==> config.mk <==
export PLATFORM = sky130hd
export DESIGN_NAME = fifo_param_flat
export DESIGN_NICKNAME = d
export VERILOG_FILES = /design/src/rtl/fifo_param_pkg.sv /design/src/rtl/fifo_param_if.sv /design/src/rtl/fifo_param_ram.sv /design/src/rtl/fifo_param.sv /design/src/flat_wrapper.sv
export SDC_FILE = /design/constraint.sdc
export NUM_CORES = 1
export LEC_CHECK = 0
export ABC_AREA = 1
export CORE_MARGIN = 1
export CORE_UTILIZATION = 30
export DETAILED_ROUTE_END_ITERATION = 8
export SLEW_MARGIN = 0
export SYNTH_ARGS = -nofsm -noshare
export SYNTH_HDL_FRONTEND = slang
export SYNTH_HIERARCHICAL = 1
export SYNTH_SLANG_ARGS = --single-unit
==> constraint.sdc <==
create_clock -name clkp -period 9.2 [get_ports clkp]
set_input_delay 1.38 -clock clkp [delete_from_list [all_inputs] [get_ports clkp]]
set_output_delay 1.38 -clock clkp [all_outputs]
set_load 0.01 [all_outputs]
==> src/rtl/fifo_param_pkg.sv <==
// Shared constants and helpers for the parametrised synchronous FIFO.
package fifo_param_pkg;

   // Default geometry and flag margins
   localparam int DEF_WIDTH     = 32;
   localparam int DEF_DEPTH     = 16;
   localparam int DEF_AF_MARGIN = 2;
   localparam int DEF_AE_MARGIN = 2;

   // Reset values of the registered status bits
   localparam logic RST_OVF      = 1'b0;
   localparam logic RST_UDF      = 1'b0;
   localparam logic RST_RD_VALID = 1'b0;

   // Ceiling log2 with a floor of 1 bit, so DEPTH=1..2 still gets a real pointer
   function automatic int clog2(input int n);
      int r;
      r = 0;
      for (int i = 0; i < 31; i++) begin
         if ((1 << i) < n) r = i + 1;
      end
      if (r == 0) r = 1;
      return r;
   endfunction

endpackage

==> src/rtl/fifo_param_if.sv <==
// Producer/consumer bundle for fifo_param.
// Handshake: a push is taken on a rising edge when pushp & (~fullp | popp);
// a pop is taken when popp & ~emptyp and the head word appears on dop one
// cycle later. clrp flushes and overrides both in the same cycle.
interface fifo_param_if #(
   parameter int WIDTH = fifo_param_pkg::DEF_WIDTH,
   parameter int DEPTH = fifo_param_pkg::DEF_DEPTH
);
   localparam int CW = fifo_param_pkg::clog2(DEPTH + 1);

   logic             clrp;
   logic             pushp;
   logic             popp;
   logic [WIDTH-1:0] dip;
   logic [WIDTH-1:0] dop;
   logic             emptyp;
   logic             fullp;
   logic             lastp;
   logic             afullp;
   logic             aemptyp;
   logic [CW-1:0]    levelp;
   logic             ovfp;
   logic             udfp;

   modport master (
      output clrp, pushp, popp, dip,
      input  dop, emptyp, fullp, lastp, afullp, aemptyp, levelp, ovfp, udfp
   );

   modport slave (
      input  clrp, pushp, popp, dip,
      output dop, emptyp, fullp, lastp, afullp, aemptyp, levelp, ovfp, udfp
   );
endinterface

==> src/rtl/fifo_param_ram.sv <==
// DEPTH x WIDTH storage: one synchronous write port, one synchronous read port, no reset.
// A read and a write to the same address on one edge returns the old word.
module fifo_param_ram #(
   parameter int WIDTH = 32,
   parameter int DEPTH = 16,
   parameter int AW    = 4
) (
   input  logic             clk,
   input  logic             we,
   input  logic [AW-1:0]    waddr,
   input  logic [WIDTH-1:0] wdata,
   input  logic             re,
   input  logic [AW-1:0]    raddr,
   output logic [WIDTH-1:0] rdata
);

   logic [WIDTH-1:0] mem [DEPTH];

   // Write the pushed word and register the read word on the same edge
   always_ff @(posedge clk) begin
      if (we) mem[waddr] <= wdata;
      if (re) rdata <= mem[raddr];
   end

endmodule

==> src/rtl/fifo_param.sv <==
// Parametrised single-clock FIFO: pointers, level counter, flag decode and
// sticky overflow/underflow. Storage lives in fifo_param_ram.
module fifo_param
   import fifo_param_pkg::*;
#(
   parameter int WIDTH     = DEF_WIDTH,
   parameter int DEPTH     = DEF_DEPTH,
   parameter int AF_MARGIN = DEF_AF_MARGIN,
   parameter int AE_MARGIN = DEF_AE_MARGIN
) (
   input  logic        clkp,
   input  logic        rstnp,
   fifo_param_if.slave bus
);

   localparam int AW = clog2(DEPTH);
   localparam int CW = clog2(DEPTH + 1);

   localparam logic [AW-1:0] PTR_LAST = AW'(DEPTH - 1);
   localparam logic [CW-1:0] LVL_FULL = CW'(DEPTH);
   localparam logic [CW-1:0] LVL_AF   = CW'(DEPTH - AF_MARGIN);
   localparam logic [CW-1:0] LVL_AE   = CW'(AE_MARGIN);
   localparam logic [CW-1:0] LVL_ONE  = CW'(1);

   logic [AW-1:0]    wr_ptr;
   logic [AW-1:0]    rd_ptr;
   logic [CW-1:0]    level_q;
   logic             ovf_q;
   logic             udf_q;
   logic             rd_valid_q;
   logic             empty;
   logic             full;
   logic             push_ok;
   logic             pop_ok;
   logic [WIDTH-1:0] ram_rdata;

   // Explicit wrap so non-power-of-2 depths work
   function automatic logic [AW-1:0] next_ptr(input logic [AW-1:0] p);
      return (p == PTR_LAST) ? '0 : p + AW'(1);
   endfunction

   assign empty = (level_q == '0);
   assign full  = (level_q == LVL_FULL);

   // A pop on a full FIFO frees the slot the simultaneous push lands in
   assign push_ok = bus.pushp & (~full | bus.popp) & ~bus.clrp;
   assign pop_ok  = bus.popp & ~empty & ~bus.clrp;

   fifo_param_ram #(
      .WIDTH (WIDTH),
      .DEPTH (DEPTH),
      .AW    (AW)
   ) u_ram (
      .clk   (clkp),
      .we    (push_ok),
      .waddr (wr_ptr),
      .wdata (bus.dip),
      .re    (pop_ok),
      .raddr (rd_ptr),
      .rdata (ram_rdata)
   );

   // Pointers, level and sticky flags; flush wins over push/pop and leaves dop alone
   always_ff @(posedge clkp or negedge rstnp) begin
      if (!rstnp) begin
         wr_ptr     <= '0;
         rd_ptr     <= '0;
         level_q    <= '0;
         ovf_q      <= RST_OVF;
         udf_q      <= RST_UDF;
         rd_valid_q <= RST_RD_VALID;
      end else if (bus.clrp) begin
         wr_ptr  <= '0;
         rd_ptr  <= '0;
         level_q <= '0;
         ovf_q   <= 1'b0;
         udf_q   <= 1'b0;
      end else begin
         if (push_ok) wr_ptr <= next_ptr(wr_ptr);
         if (pop_ok) begin
            rd_ptr     <= next_ptr(rd_ptr);
            rd_valid_q <= 1'b1;
         end
         case ({push_ok, pop_ok})
            2'b10:   level_q <= level_q + LVL_ONE;
            2'b01:   level_q <= level_q - LVL_ONE;
            default: level_q <= level_q;
         endcase
         if (bus.pushp & full & ~bus.popp) ovf_q <= 1'b1;
         if (bus.popp & empty) udf_q <= 1'b1;
      end
   end

   // The RAM read register has no reset, so dop reads as zero until the first pop
   assign bus.dop     = rd_valid_q ? ram_rdata : '0;
   assign bus.emptyp  = empty;
   assign bus.fullp   = full;
   assign bus.lastp   = (level_q == LVL_ONE);
   assign bus.afullp  = (level_q >= LVL_AF);
   assign bus.aemptyp = (level_q <= LVL_AE);
   assign bus.levelp  = level_q;
   assign bus.ovfp    = ovf_q;
   assign bus.udfp    = udf_q;

endmodule

==> src/flat_wrapper.sv <==
// flat-port wrapper written by rule: the top's interface ports become plain ports
module fifo_param_flat import fifo_param_pkg::*;
#(
   parameter int WIDTH     = DEF_WIDTH,
   parameter int DEPTH     = DEF_DEPTH,
   parameter int AF_MARGIN = DEF_AF_MARGIN,
   parameter int AE_MARGIN = DEF_AE_MARGIN
)
  (clkp, rstnp, bus_clrp, bus_pushp, bus_popp, bus_dip, bus_dop, bus_emptyp, bus_fullp, bus_lastp, bus_afullp, bus_aemptyp, bus_levelp, bus_ovfp, bus_udfp);
  fifo_param_if #(.WIDTH(WIDTH), .DEPTH(DEPTH)) bus_i ();
  input  logic clkp;
  input  logic rstnp;
  input wire logic [$bits(bus_i.clrp)-1:0] bus_clrp;
  input wire logic [$bits(bus_i.pushp)-1:0] bus_pushp;
  input wire logic [$bits(bus_i.popp)-1:0] bus_popp;
  input wire logic [$bits(bus_i.dip)-1:0] bus_dip;
  output wire logic [$bits(bus_i.dop)-1:0] bus_dop;
  output wire logic [$bits(bus_i.emptyp)-1:0] bus_emptyp;
  output wire logic [$bits(bus_i.fullp)-1:0] bus_fullp;
  output wire logic [$bits(bus_i.lastp)-1:0] bus_lastp;
  output wire logic [$bits(bus_i.afullp)-1:0] bus_afullp;
  output wire logic [$bits(bus_i.aemptyp)-1:0] bus_aemptyp;
  output wire logic [$bits(bus_i.levelp)-1:0] bus_levelp;
  output wire logic [$bits(bus_i.ovfp)-1:0] bus_ovfp;
  output wire logic [$bits(bus_i.udfp)-1:0] bus_udfp;
  assign bus_i.clrp = bus_clrp;
  assign bus_i.pushp = bus_pushp;
  assign bus_i.popp = bus_popp;
  assign bus_i.dip = bus_dip;
  assign bus_dop = bus_i.dop;
  assign bus_emptyp = bus_i.emptyp;
  assign bus_fullp = bus_i.fullp;
  assign bus_lastp = bus_i.lastp;
  assign bus_afullp = bus_i.afullp;
  assign bus_aemptyp = bus_i.aemptyp;
  assign bus_levelp = bus_i.levelp;
  assign bus_ovfp = bus_i.ovfp;
  assign bus_udfp = bus_i.udfp;
  fifo_param #(.WIDTH(WIDTH), .DEPTH(DEPTH), .AF_MARGIN(AF_MARGIN), .AE_MARGIN(AE_MARGIN)) u_core (.clkp(clkp), .rstnp(rstnp), .bus(bus_i));
endmodule
# ---- Word-level counts from Yosys, hierarchy flattened
# Memory sizes are Yosys's and may differ from the RTL's. A register that Yosys moved wholly into a read port is not among the register bits.
# Cells that the tools add are included.
dict set report classes {
  n_addsub 4
  magnitude_cmp 2
  eq_ne 6
  muxes 15
  n_bitwise 12
  n_reduce_logical 7
}
# cell count
set op_table {}
lappend op_table {{$mux W32} 1}
lappend op_table {{$mux W4} 6}
lappend op_table {{$pmux W5 S2} 1}
lappend op_table {{$add A4 B1 Y4 const B} 2}
lappend op_table {{$eq A4 B4 Y1 const B} 2}
lappend op_table {{$reduce_bool A2 Y1} 4}
lappend op_table {{$and A1 B1 Y1} 7}
lappend op_table {{$mux W1} 6}
lappend op_table {{$add A5 B1 Y5 const B} 1}
lappend op_table {{$eq A5 B1 Y1 const B} 1}
lappend op_table {{$eq A5 B5 Y1 const B} 1}
lappend op_table {{$ge A5 B4 Y1 const B} 1}
lappend op_table {{$le A5 B2 Y1 const B} 1}
lappend op_table {{$logic_not A5 Y1} 1}
lappend op_table {{$mux W5} 1}
lappend op_table {{$sub A5 B1 Y5 const B} 1}
lappend op_table {{$not A1 Y1} 4}
lappend op_table {{$reduce_bool A3 Y1} 1}
lappend op_table {{$eq A2 B1 Y1 const B} 1}
lappend op_table {{$eq A2 B2 Y1 const B} 1}
lappend op_table {{$reduce_and A2 Y1} 1}
lappend op_table {{$or A1 B1 Y1} 1}
dict set report word_totals {
  ff_bits 16
  ram_bits 512
  elab_cells 53
  mem_count 1
}
# memory words word_bits read_ports rd_ports_with_merged_regs write_ports line_no
set mem_list {}
lappend mem_list {u_core.u_ram.mem 16 32 1 1 1 fifo_param_ram.sv:17} ;# logic [WIDTH-1:0] mem [DEPTH];

# ---- Depth between registers and ports, before layout
dict set report depth {
  depth_word 8
  ltp_mapped 12
}

# ---- Cells and area by module
# The synthesis kept the hierarchy.
# mod instances cells_each area_per_inst_um2 seq_area_each_um2
set by_module_without_submodules {}
lappend by_module_without_submodules {fifo_param_ram 1 2120 23050.9 16335.7}
lappend by_module_without_submodules {fifo_param 1 204 1387.6 400.4}

# ---- Least setup slack after synthesis
# OpenSTA, ideal clock, no wires.
dict set report synth_timing {
  kind {input-to-reg}
  from {input port bus_popp}
  to {memory u_core.u_ram.mem[12][0], enable pin}
  setup_time_ns 0.421
  t_arrival_ns 3.346
  t_required_ns 8.779
  setup_slack_ns 5.433
  stages 6
  cell_sequence {inv_1 -> nand3_2 -> nand3_2 -> inv_1 -> nand3_1 -> nor2_1}
}
dict set report synth_via {
  elab_chain_len 5
}
# item line_no
set synth_rtl {}
lappend synth_rtl {{from (decl)} flat_wrapper.sv:15} ;# input wire logic [$bits(bus_i.popp)-1:0] bus_popp;
lappend synth_rtl {{$or A1 B1 Y1} fifo_param.sv:46} ;# assign push_ok = bus.pushp & (~full | bus.popp) & ~bus.clrp;
lappend synth_rtl {{$and A1 B1 Y1 (2 in a row)} fifo_param.sv:46}
lappend synth_rtl {{net u_core.push_ok} fifo_param.sv:33} ;# logic push_ok;
lappend synth_rtl {{$mux W1} fifo_param_ram.sv:21} ;# if (we) mem[waddr] <= wdata;
lappend synth_rtl {{$mux W1 (implied by the code)} fifo_param_ram.sv:21}
lappend synth_rtl {{to (decl)} fifo_param_ram.sv:17}
# The timed path passes the listed nets, and every way through them passes these cells.

# ---- Worst setup path in the final report
dict set report layout_timing {
  from {input port bus_clrp}
  to {memory u_core.u_ram.mem[15][21], enable pin}
}
dict set report layout_via {
  elab_chain_len 4
}
# item line_no
set layout_rtl {}
lappend layout_rtl {{from (decl)} flat_wrapper.sv:13} ;# input wire logic [$bits(bus_i.clrp)-1:0] bus_clrp;
lappend layout_rtl {{$not A1 Y1 (no source line)} -}
lappend layout_rtl {{$and A1 B1 Y1} fifo_param.sv:46}
lappend layout_rtl {{net u_core.push_ok} fifo_param.sv:33}
lappend layout_rtl {{$mux W1} fifo_param_ram.sv:21}
lappend layout_rtl {{$mux W1 (implied by the code)} fifo_param_ram.sv:21}
# The timed path passes the listed nets, and every way through them passes these cells.

==> flow_summary.ini <==
[worst_setup_path]
crit_path_top_delay_cell = nor2_4
crit_chain = clkdlybuf4s50_1, inv_2, nand3_2, inv_1, nand3_1, nor2_4
cp_max_fo = 32
cp-start-kind = primary input
worst_ep_required_time_ns = 9.42
critPathBufInv = 3
cp_top_family = simple AND/OR/NAND/NOR gates
worstSetupPathType = in -> reg
end_kind = register
cp.arrival_ns = 4.08
max_stage_delay_ns = 1.07

[clock_tree]
clkTransAtPathRegs_ns = 0.06
cts_max_level = 2
cts_root_buf = clkbuf_16
cts_buffer_depth = 3
numCtsBuffers = 56
clock_latency_ns = 0.62
cts_sinks = 560
postCtsSetupRepairBufs = 0
cts_tree = yes
post_cts_resize_count = 0
ctsHoldBuffers = 0

[route]
drc = 0
drtPass1Iterations = 5
via_per_inst = 4.48
antenna_left = 0
dr_total_vias = 15500
routedWlPerCell_um = 16.9
wl_um = 58600
first_iter_violations = 1345

[placed_design]
gp_congestion = 0.741
dpl.hpwl_um = 31800
io_buffers = 80
dp_cells = 3366

[global_routing]
gr-total-overflow = 0
grt_use_total = 0.142
grt_max_degree = 198
use_met3 = 0.0181
grt_pass1_wl_um = 89500
antenna_found_initial = 0
met1_usage = 0.184
grt_most_used_layer = met2
grt_pass1_vias = 15200
use_met2 = 0.245

[timing]
timing.max_slew.rel_slack = 0.150
whs_ns = 0.495
tightest_slew_ns = 1.27
clock.fmax_mhz = 259
post-route-period-util = 0.420
finalCriticalPeriod_ns = 3.86
clock_skew_ns = 0.0154
rsz0062_at_grt = no
slew_violations = 0
setup_viol = 0
tns_ns = 0
hold_viol = 0

[synthesis]
async_reset_ff_frac = 0.0286
synth_top_cells_by_area = edfxtp_1, nand2_1, nand3_1
ys_seq_elements = 560
ys_warn_count = 6
ys_types = 34
synth_fp_nets = 2368
postSynthCellCount = 2324
synth_ff_type = edfxtp_1
syn_area_um2 = 24400
avgSynthCellArea_um2 = 10.5
yosysTopAreaCellShare = 0.668
yosysMostFrequentCell = nand2_1
yosys-top-cells-count = nand2_1, edfxtp_1, inv_1
synth_area_leader_cell = edfxtp_1
synth_edf_count = 544
yosysSeqAreaShare = 0.685

[power_and_ir_drop]
p_sw_frac = 0.309
cellPowerDensity_nw_per_um2 = 246
p_seq_frac = 0.440
p_leak_nw = 11.6
pwr-share-clk = 0.331
internal_power_mw = 4.75
max-vdd-ir-drop_v = 0.000153
combPwrFrac = 0.229
p_switching_mw = 2.12

[cells_and_area]
syn2layout_area_growth_pct = 14.2
fillCellCount = 7838
n_antenna_cell = 0
fin_cells = 3470
drive_gt1_frac = 0.0581
fin_nets = 2408

[status]
status = completed

[floorplan]
start_util = 0.303
die_y_um = 287
io_pins = 81
die-area_um2 = 82600
rows = 104
die_x_um = 287
core_um2 = 80500

[hold_path]
hold_class = reg -> reg

[job]
cap_violations = 0
## per-stage QoR
stage               instance area, um2  setup slack, ns  total power, mW  utilization
global placement                 26100             4.77             4.64        0.324
global route                     27900             5.21             7.21        0.346
detailed placement               26100             4.71             4.66        0.324
floorplan                        24400             5.43             4.24            -
finish                           27900             5.34             6.87        0.346
CTS                              27900             5.32             6.93        0.346
## cells in the final DEF, fill, tap and decap left out, types with 7 or more instances in the layout
cell type and instances:
ha_1 7, clkbuf_1 8, nand2_1 740, buf_4 13, edfxtp_1 544, clkbuf_16 57
inv_1 434, bufinv_16 7, nor2_4 16, clkinv_1 13, nand3_1 405, clkdlybuf4s50_1 80
dfrtp_1 11, clkinv_2 16
## final timing paths
path,depth (start not counted),to,from,slack (ns)
worst max-delay path,6,u_core/u_ram/mem[15][21],bus_clrp,5.34
worst min-delay path,1,u_core/bus.udfp,u_core/bus.udfp,0.50
worst max register to register,8,u_core/u_ram/rdata[1],u_core/rd_ptr[0],5.66
worst min register to register,1,u_core/bus.udfp,u_core/bus.udfp,0.50
max in group asynchronous,1,u_core/rd_ptr[2],rstnp,7.41
min in group asynchronous,1,u_core/bus.udfp,rstnp,1.22
## layer usage
layer,up-vias,part of all wire
met5,-,0
met4,0,0.022
met3,78,0.045
met2,345,0.50
met1,7562,0.44
li1,7553,-
## power by group through the flow
stage / Clock (mW) / Sequential [mW] / Combinational (mW)
CTS: 2.32 / 3.03 / 1.58
finish: 2.27 / 3.02 / 1.57
floorplan: 0 / 2.99 / 1.25
global route: 2.41 / 3.04 / 1.76
global placement: 0 / 3.08 / 1.56
detailed placement: 0 / 3.08 / 1.58
## worst register-to-register path, stage by stage (launching register included)
cell	delay, ns
dfrtp_4	0.93
clkinv_8	0.84
buf_4	0.79
nand2_1	0.20
nand2_1	0.06
nand2_1	0.05
nand3_1	0.16
nand3_1	0.14
nand2_1	0.10
## kinds of logic after synthesis
logic type | share of synthesized area
simple gates | 0.207
flops | 0.685
buf+inv | 0.0987
compound gates | 0.00420
fa+ha+maj | 0.00358
xor+xnor | 0.00215
## sequential cells by signal (all words and copies together) (netlist names)
name	cells
u_core/bus.ovfp	1
u_core/wr_ptr	4
u_core/u_ram/mem	512
u_core/rd_ptr	4
u_core/bus.levelp	5
u_core/rd_valid_q	1
u_core/u_ram/rdata	32
u_core/bus.udfp	1
## area by class of cell
cell class	count	area, um2	area share
clock buffer	65	1460	0.0522
clock inverter	39	364	0.0131
inverter	441	1670	0.0599
multi-input combinational	1211	5410	0.194
sequential	560	16700	0.600
tap	1060	1330	0.0475
timing repair buffer	94	918	0.0329
Note: power is estimated with default switching activity, not from simulation.
